$ cat src/rtl/usart_cmd_parser.sv
// Frame decoder behind the UART receiver: 55 AA CMD LEN PAYLOAD[LEN] CHK -> decoded command / error pulses.
// Latency: cmd_valid / err_valid rise one clk after the strobe of the deciding byte (timeout: one clk after expiry).
// Backpressure: none; the receiver cannot be stalled, so pulses are single-cycle and cmd_* hold until the next good frame.
module usart_cmd_parser #(
    parameter int          MAX_LEN        = 8,
    parameter int          TIMEOUT_CYCLES = 50000,
    parameter logic [7:0]  INT_CMD        = 8'h01,
    parameter logic [15:0] INT_TIME_RST   = 16'd1000
) (
    input  logic                 clk,
    input  logic                 rst_n,
    input  logic                 rx_int,
    input  logic [7:0]           rx_data,
    output logic                 cmd_valid,
    output logic [7:0]           cmd_code,
    output logic [4:0]           cmd_len,
    output logic [MAX_LEN*8-1:0] cmd_payload,
    output logic [15:0]          int_time,
    output logic                 err_valid,
    output logic [1:0]           err_code
);

    localparam int              TW         = (TIMEOUT_CYCLES > 1) ? $clog2(TIMEOUT_CYCLES) : 1;
    localparam logic [TW-1:0]   TIMER_LAST = TW'(TIMEOUT_CYCLES - 1);
    // Shadow is at least two bytes wide so the int_time load always has bytes 0 and 1 to read.
    localparam int              SW         = (MAX_LEN < 2) ? 16 : MAX_LEN * 8;
    localparam logic [7:0]      MAX_LEN_B  = 8'(MAX_LEN);

    typedef enum logic [2:0] {
        S_H0,
        S_H1,
        S_CMD,
        S_LEN,
        S_DATA,
        S_CHK
    } state_t;

    state_t          state;
    state_t          state_nxt;
    logic            rx_int_d;
    logic            byte_stb;
    logic [7:0]      cmd_r;
    logic [4:0]      len_r;
    logic [7:0]      sum;
    logic [4:0]      idx;
    logic [SW-1:0]   shadow;
    logic [TW-1:0]   timer;

    logic            ld_cmd;
    logic            ld_len;
    logic            st_data;
    logic            frame_ok;
    logic            frame_bad;
    logic            len_err;
    logic            timeout_hit;

    // A byte is complete on the falling edge of the receiver busy level.
    assign byte_stb = rx_int_d & ~rx_int;

    // Delay rx_int by one clock for edge detection; resets low so a busy level at reset release is not a strobe.
    always_ff @(posedge clk or negedge rst_n) begin
        if (!rst_n) begin
            rx_int_d <= 1'b0;
        end else begin
            rx_int_d <= rx_int;
        end
    end

    // FSM state register.
    always_ff @(posedge clk or negedge rst_n) begin
        if (!rst_n) begin
            state <= S_H0;
        end else begin
            state <= state_nxt;
        end
    end

    // Next-state and per-byte control decode; a byte strobe always wins over the timeout.
    always_comb begin
        state_nxt   = state;
        ld_cmd      = 1'b0;
        ld_len      = 1'b0;
        st_data     = 1'b0;
        frame_ok    = 1'b0;
        frame_bad   = 1'b0;
        len_err     = 1'b0;
        timeout_hit = 1'b0;
        if (byte_stb) begin
            case (state)
                S_H0: begin
                    if (rx_data == 8'h55) state_nxt = S_H1;
                end
                S_H1: begin
                    if (rx_data == 8'hAA)      state_nxt = S_CMD;
                    else if (rx_data == 8'h55) state_nxt = S_H1;
                    else                       state_nxt = S_H0;
                end
                S_CMD: begin
                    ld_cmd    = 1'b1;
                    state_nxt = S_LEN;
                end
                S_LEN: begin
                    if (rx_data > MAX_LEN_B) begin
                        len_err   = 1'b1;
                        state_nxt = S_H0;
                    end else begin
                        ld_len    = 1'b1;
                        state_nxt = (rx_data == 8'h00) ? S_CHK : S_DATA;
                    end
                end
                S_DATA: begin
                    st_data = 1'b1;
                    if (idx == len_r - 5'd1) state_nxt = S_CHK;
                end
                S_CHK: begin
                    if (rx_data == sum) frame_ok  = 1'b1;
                    else                frame_bad = 1'b1;
                    state_nxt = S_H0;
                end
                default: state_nxt = S_H0;
            endcase
        end else if (state != S_H0 && timer == TIMER_LAST) begin
            timeout_hit = 1'b1;
            state_nxt   = S_H0;
        end
    end

    // Inter-byte timer: idle in S_H0, restarted by every byte and by its own expiry.
    always_ff @(posedge clk or negedge rst_n) begin
        if (!rst_n) begin
            timer <= '0;
        end else if (byte_stb || state == S_H0 || timeout_hit) begin
            timer <= '0;
        end else begin
            timer <= timer + TW'(1);
        end
    end

    // Frame assembly: command/length latches, running checksum and payload shadow.
    always_ff @(posedge clk or negedge rst_n) begin
        if (!rst_n) begin
            cmd_r  <= '0;
            len_r  <= '0;
            sum    <= '0;
            idx    <= '0;
            shadow <= '0;
        end else begin
            if (ld_cmd) begin
                cmd_r <= rx_data;
                sum   <= rx_data;
            end
            // Shadow is cleared for LEN=0 as well so an empty frame reports an all-zero payload.
            if (ld_len) begin
                len_r  <= rx_data[4:0];
                sum    <= sum + rx_data;
                idx    <= '0;
                shadow <= '0;
            end
            if (st_data) begin
                for (int i = 0; i < MAX_LEN; i++) begin
                    if (idx == 5'(i)) shadow[i*8 +: 8] <= rx_data;
                end
                sum <= sum + rx_data;
                idx <= idx + 5'd1;
            end
        end
    end

    // Registered outputs: publish good frames, load int_time, report discards.
    always_ff @(posedge clk or negedge rst_n) begin
        if (!rst_n) begin
            cmd_valid   <= 1'b0;
            cmd_code    <= '0;
            cmd_len     <= '0;
            cmd_payload <= '0;
            int_time    <= INT_TIME_RST;
            err_valid   <= 1'b0;
            err_code    <= '0;
        end else begin
            cmd_valid <= frame_ok;
            err_valid <= len_err | frame_bad | timeout_hit;
            if (frame_ok) begin
                cmd_code    <= cmd_r;
                cmd_len     <= len_r;
                cmd_payload <= shadow[MAX_LEN*8-1:0];
                // Integration time arrives big-endian: first payload byte is the high byte.
                if (cmd_r == INT_CMD && len_r == 5'd2) begin
                    int_time <= {shadow[7:0], shadow[15:8]};
                end
            end
            if (len_err)          err_code <= 2'd2;
            else if (frame_bad)   err_code <= 2'd1;
            else if (timeout_hit) err_code <= 2'd3;
        end
    end

endmodule

$ cat config.mk
export PLATFORM = sky130hd
export DESIGN_NAME = usart_cmd_parser
export DESIGN_NICKNAME = d
export VERILOG_FILES = /design/src/rtl/usart_cmd_parser.sv
export SDC_FILE = /design/constraint.sdc
export NUM_CORES = 1
export LEC_CHECK = 0
export CORE_MARGIN = 5
export CORE_UTILIZATION = 30
export CTS_CLUSTER_SIZE = 8
export DETAILED_ROUTE_END_ITERATION = 7
export GPL_TIMING_DRIVEN = 0
export RECOVER_POWER = 25
export SYNTH_ARGS = -nofsm -noshare
export SYNTH_HDL_FRONTEND = slang
export SYNTH_SLANG_ARGS = --single-unit
$ cat constraint.sdc
create_clock -name clk -period 2.2 [get_ports clk]
set_clock_uncertainty 0.1 [all_clocks]
set_input_delay 0.33 -clock clk [delete_from_list [all_inputs] [get_ports clk]]
set_output_delay 0.33 -clock clk [all_outputs]
set_load 0.1 [all_outputs]
Word-level counts from Yosys, hierarchy flattened --
Cells that the tools add are included.
Storage, ports and cells: register bits 207, bits of input ports 11, output and inout bits 97, word-level logic and storage cells 105
Operators by class: add/subtract/negate cells 4, $lt $le $gt $ge 1, eq/ne operators 21, muxes and demuxes 46, bitwise operators 4, reductions and logical operators 14
Operators with widths (number):
- 64-bit 2-to-1 mux | 2
- 8-bit 2-to-1 mux | 11
- 5-bit by 3-bit == test with 1-bit output (second input constant) | 4
- 1-bit 2-to-1 mux | 20
- 16-bit by 1-bit adder with 16-bit output (second input constant) | 1
- 16-bit == test (second input constant) | 1
- 16-bit 2-to-1 mux | 1
- 5-bit by 2-bit == test with 1-bit output (second input constant) | 3
- 3-bit 2-to-1 mux | 5
- 3-bit one-hot mux with 5 select lines | 1
- 5-bit 2-to-1 mux | 2
- 3-bit nonzero test | 3
- 8-bit adder | 1
- 8-bit by 1-bit == test with 1-bit output (second input constant) | 1
- 8-bit by 7-bit == test with 1-bit output (second input constant) | 1
- 8-bit == test | 1
- 8-bit == test (second input constant) | 1
- 8-bit by 4-bit > comparator with 1-bit output (second input constant) | 1
- 8-bit logical NOT | 1
- 2-bit 2-to-1 mux | 4
- 3-bit by 2-bit == test with 1-bit output (second input constant) | 2
- 3-bit == test (second input constant) | 2
- 3-bit != test (second input constant) | 2
- 5-bit by 1-bit adder with 5-bit output (second input constant) | 1
- 14 further kinds | 18

Depth between registers and ports, before layout --
word-level depth 7, depth in mapped cells 9, mapped depth without buffers 8

Least setup slack after synthesis --
Ideal clock, no wire load.
kind register to register, start point reg sum[6], end point reg int_time[10], setup time 126 ps, arrival time 2072 ps, required time 1974 ps, slack -98 ps, stages on the path, launching flop included 9, clock period less this slack 2298 ps, cell sequence dfrtp_1 ha_1 nor4_1 and4_1 buf_6 and4_1 buf_6 buf_8 mux2_4
Between the ends: word-level cells in the longest chain between the ends 5
RTL lines:
- start, declared | line 44 | logic [7:0] sum;
- start signal, assigned | line 150 | sum <= rx_data;
- start signal, assigned | line 155 | sum <= sum + rx_data;
- start signal, assigned | line 163 | sum <= sum + rx_data;
- 8-bit == test | line 116 | if (rx_data == sum) frame_ok = 1'b1;
- 1-bit 2-to-1 mux | line 116
- 1-bit 2-to-1 mux | line 89 | case (state)
- 1-bit 2-to-1 mux | line 88 | if (byte_stb) begin
- 2-bit AND reduction (no line)
- end signal, assigned | line 188 | int_time <= {shadow[7:0], shadow[15:8]};
- end, declared | line 18 | output logic [15:0] int_time,
No other way between the ends. A chain may end at the register's enable or synchronous reset.

Worst setup path after layout --
start point reg sum[4], end point reg int_time[1]
The elaborated chain is that of the path after synthesis.

==> results.cfg <==
[logic_synthesis]
synth-seq-cells = 207
ys_warn_count = 0
synthFlopType = dfrtp_1
synthCells = 804
synth-seq-area-share = 0.578
syn-num-nets = 830
yosys.area.top_type = dfrtp_1
synthesis.area_mm2 = 0.00898
synth_edf_count = 0
syn_area_per_cell_um2 = 11.2
synth_top_area_frac = 0.560
synth_cell_types = 58
async_flop_share = 1.00
synthTopCellsByArea = dfrtp_1 (56%), mux2_2 (10%), nand2_1 (7.3%), o21ai_0 (4.6%), ha_1 (2.0%)

[worst_setup_path]
cp_data_arrival_time_ps = 2640
path_max_fanout = 6
endpoint_kind = flop
path_cells = ha_4 -> nor4_4 -> and4_1 -> buf_6 -> and4_4 -> buf_8 -> mux2_4
critPathKind = reg2reg
crit_path_start_kind = flop
cp_data_required_time_ps = 2520
max_stage_delay_ps = 430
cp_slowest_cell = dfrtp_1

[timing]
setup_ws_ps = -114
finalSetupViolCount = 41
tns_ps = -3070
hold_violations = 0
relSlewSlack = 0.0512
tightest_slew_ps = 1420
clock.fmax_ghz = 0.432
rsz0062_at_grt = yes
drv_slew = 0
period_minus_slack_ps = 2310
fin_crit_sh = 1.05

[die]
start_util = 0.304
die_x_um = 183
num_rows = 63
coreArea_mm2 = 0.0296
die_h_um = 183
fp.dieArea_mm2 = 0.0335
ios = 108

[detailed_routing]
wl_met1_um = 10600
wl_met3_um = 1280
routedWlPerCell_um = 17.3
top_layer = met4
drtPass1Iterations = 5
drt_wl_total_um = 23600
routed_via_density = 4.81
initialDrtViolationCount = 437
dr_wl_met2_um = 11200
vias = 6541
post-route-drc-count = 0
ant_nets = 0

[global_route]
grt_max_degree = 107
grt_overflow = 0
grt_pass1_wl_um = 36700
grt_pass1_vias = 6527
grt.total_usage = 0.136
antenna_found_initial = 0

[power_and_ir_drop]
power.leakage_nw = 5.40
p_per_area_mw_per_mm2 = 672
ir_drop_mv = 0.539

[place]
pre_cts_slack_ps = -887
dp_hpwl_um = 15500
io_buffer_count = 106
gp_congestion = 0.820
place_inst = 1301

[layout]
antenna_cells = 0
final_common_cell = dfrtp_1
syn_to_final_growth_pct = 33.1
instances_no_fill = 1361
final_cell_mix = dfrtp_1 (200), nand2_1 (174), o21ai_0 (83)
nets = 987
layout-drive-gt1-share = 0.260

[clock_tree]
cts_max_path_buffers = 3
htree_levels = 1
cts_tree = done
cts_inserted_buffers = 29
cts-root-buf = clkbuf_16
clk_latency_ps = 540
clk_pin_slew_worst_paths_ps = 60
cts.sinks = 207

[hold_path]
hold_class = in2reg

[outcome]
violations = setup timing
outcome = finished, violations left

[job]
maxCapViolCount = 0
[worst max-delay path, delay by kind of cell (launching register included)]
family	cells	cell delay, ps
DFF	1	430
muxes	1	300
buffers and inverters	2	290
adders and majority gates	1	250
and+or+nand+nor	3	830
[through the flow]
stage / total power [W] / utilization / instance area (um2) / hold WS, ps
floorplan: 0.00394 / - / 9010 / -65.6
global placement: 0.00409 / 0.357 / 10600 / 379
detailed placement: 0.00409 / 0.358 / 10600 / 322
CTS: 0.00817 / 0.394 / 11600 / 160
global route: 0.00834 / 0.404 / 12000 / 207
finish: 0.00803 / 0.404 / 12000 / 188
[per-layer routing]
layer / global-route usage / vias to the layer above
met5: 0 / -
met4: 0.0381 / 0
met3: 0.0276 / 42
met2: 0.223 / 151
met1: 0.184 / 3271
li1: - / 3077
[flip-flops by register name, summed over array words and instances, names as in the netlist, 8 cells and up]
signal       count
cmd_code         8
cmd_payload     64
cmd_r            8
int_time        16
shadow          64
sum              8
timer           16
[final cells by class]
cell class                 instances  area (um2)
tap                              390         488
clock buffer                      40         767
sequential                       207        5190
clock inverter                     1        20.0
timing repair buffer             130        1260
buffer                            43         338
multi-input combinational        540        3850
fill                            2891       17600
inverter                          10        37.5
[report_power, final]
part           switching, W  total (W)  internal [W]  leakage [nW]
Sequential       0.00000110    0.00382       0.00382          2.84
Clock               0.00162    0.00400       0.00238         0.380
Combinational      0.000164   0.000216     0.0000528          2.18
[cells in the mapped netlist (all sizes together) (4+ instances only)]
| cell type | n |
|---|---|
| dfrtp | 201 |
| nand2 | 175 |
| mux2 | 93 |
| o21ai | 83 |
| nor2 | 35 |
| clkbuf | 25 |
| buf | 22 |
| ha | 14 |
| xor2 | 13 |
| nor4 | 12 |
| a21oi | 11 |
| inv | 10 |
| nand3 | 10 |
| nor3 | 10 |
| xnor2 | 10 |
| nand2b | 8 |
| dfstp | 6 |
| nand4 | 6 |
| and2 | 4 |
| and3 | 4 |
[path summary, 6_finish.rpt]
path	from	to	slack, ps	cells past startpoint
max in group asynchronous	rst_n	int_time[8]	270	3
max	sum[4]	int_time[1]	-110	7
min in group asynchronous	rst_n	cmd_payload[52]	550	2
max reg2reg	sum[4]	int_time[1]	-110	7
min	rx_data[7]	state[1]	190	5
min reg2reg	shadow[63]	cmd_payload[63]	390	1
[cell families (layout without fill, tap and decap cells)]
logic type	count (synthesis)	count (layout)	synth area share
AO/OA/AOI/OAI	121	121	0.0772
XOR/XNOR	23	23	0.0224
adder cells (fa/ha/maj)	15	15	0.0217
buffers and inverters	57	224	0.0311
flip-flops	207	207	0.578
multiplexers	95	95	0.123
AND/OR/NAND/NOR	286	286	0.147
[what timing repair did]
item / CTS / global route
hold buffers: 1 / 0
setup endpoints to repair: 250 / 201
resized for setup: 231 / 124
gates cloned: 1 / 4
buffers inserted: 7 / 10
pin swaps: 5 / 7
hold endpoints to repair: 99 / 0
(Power assumes the default switching activity.)
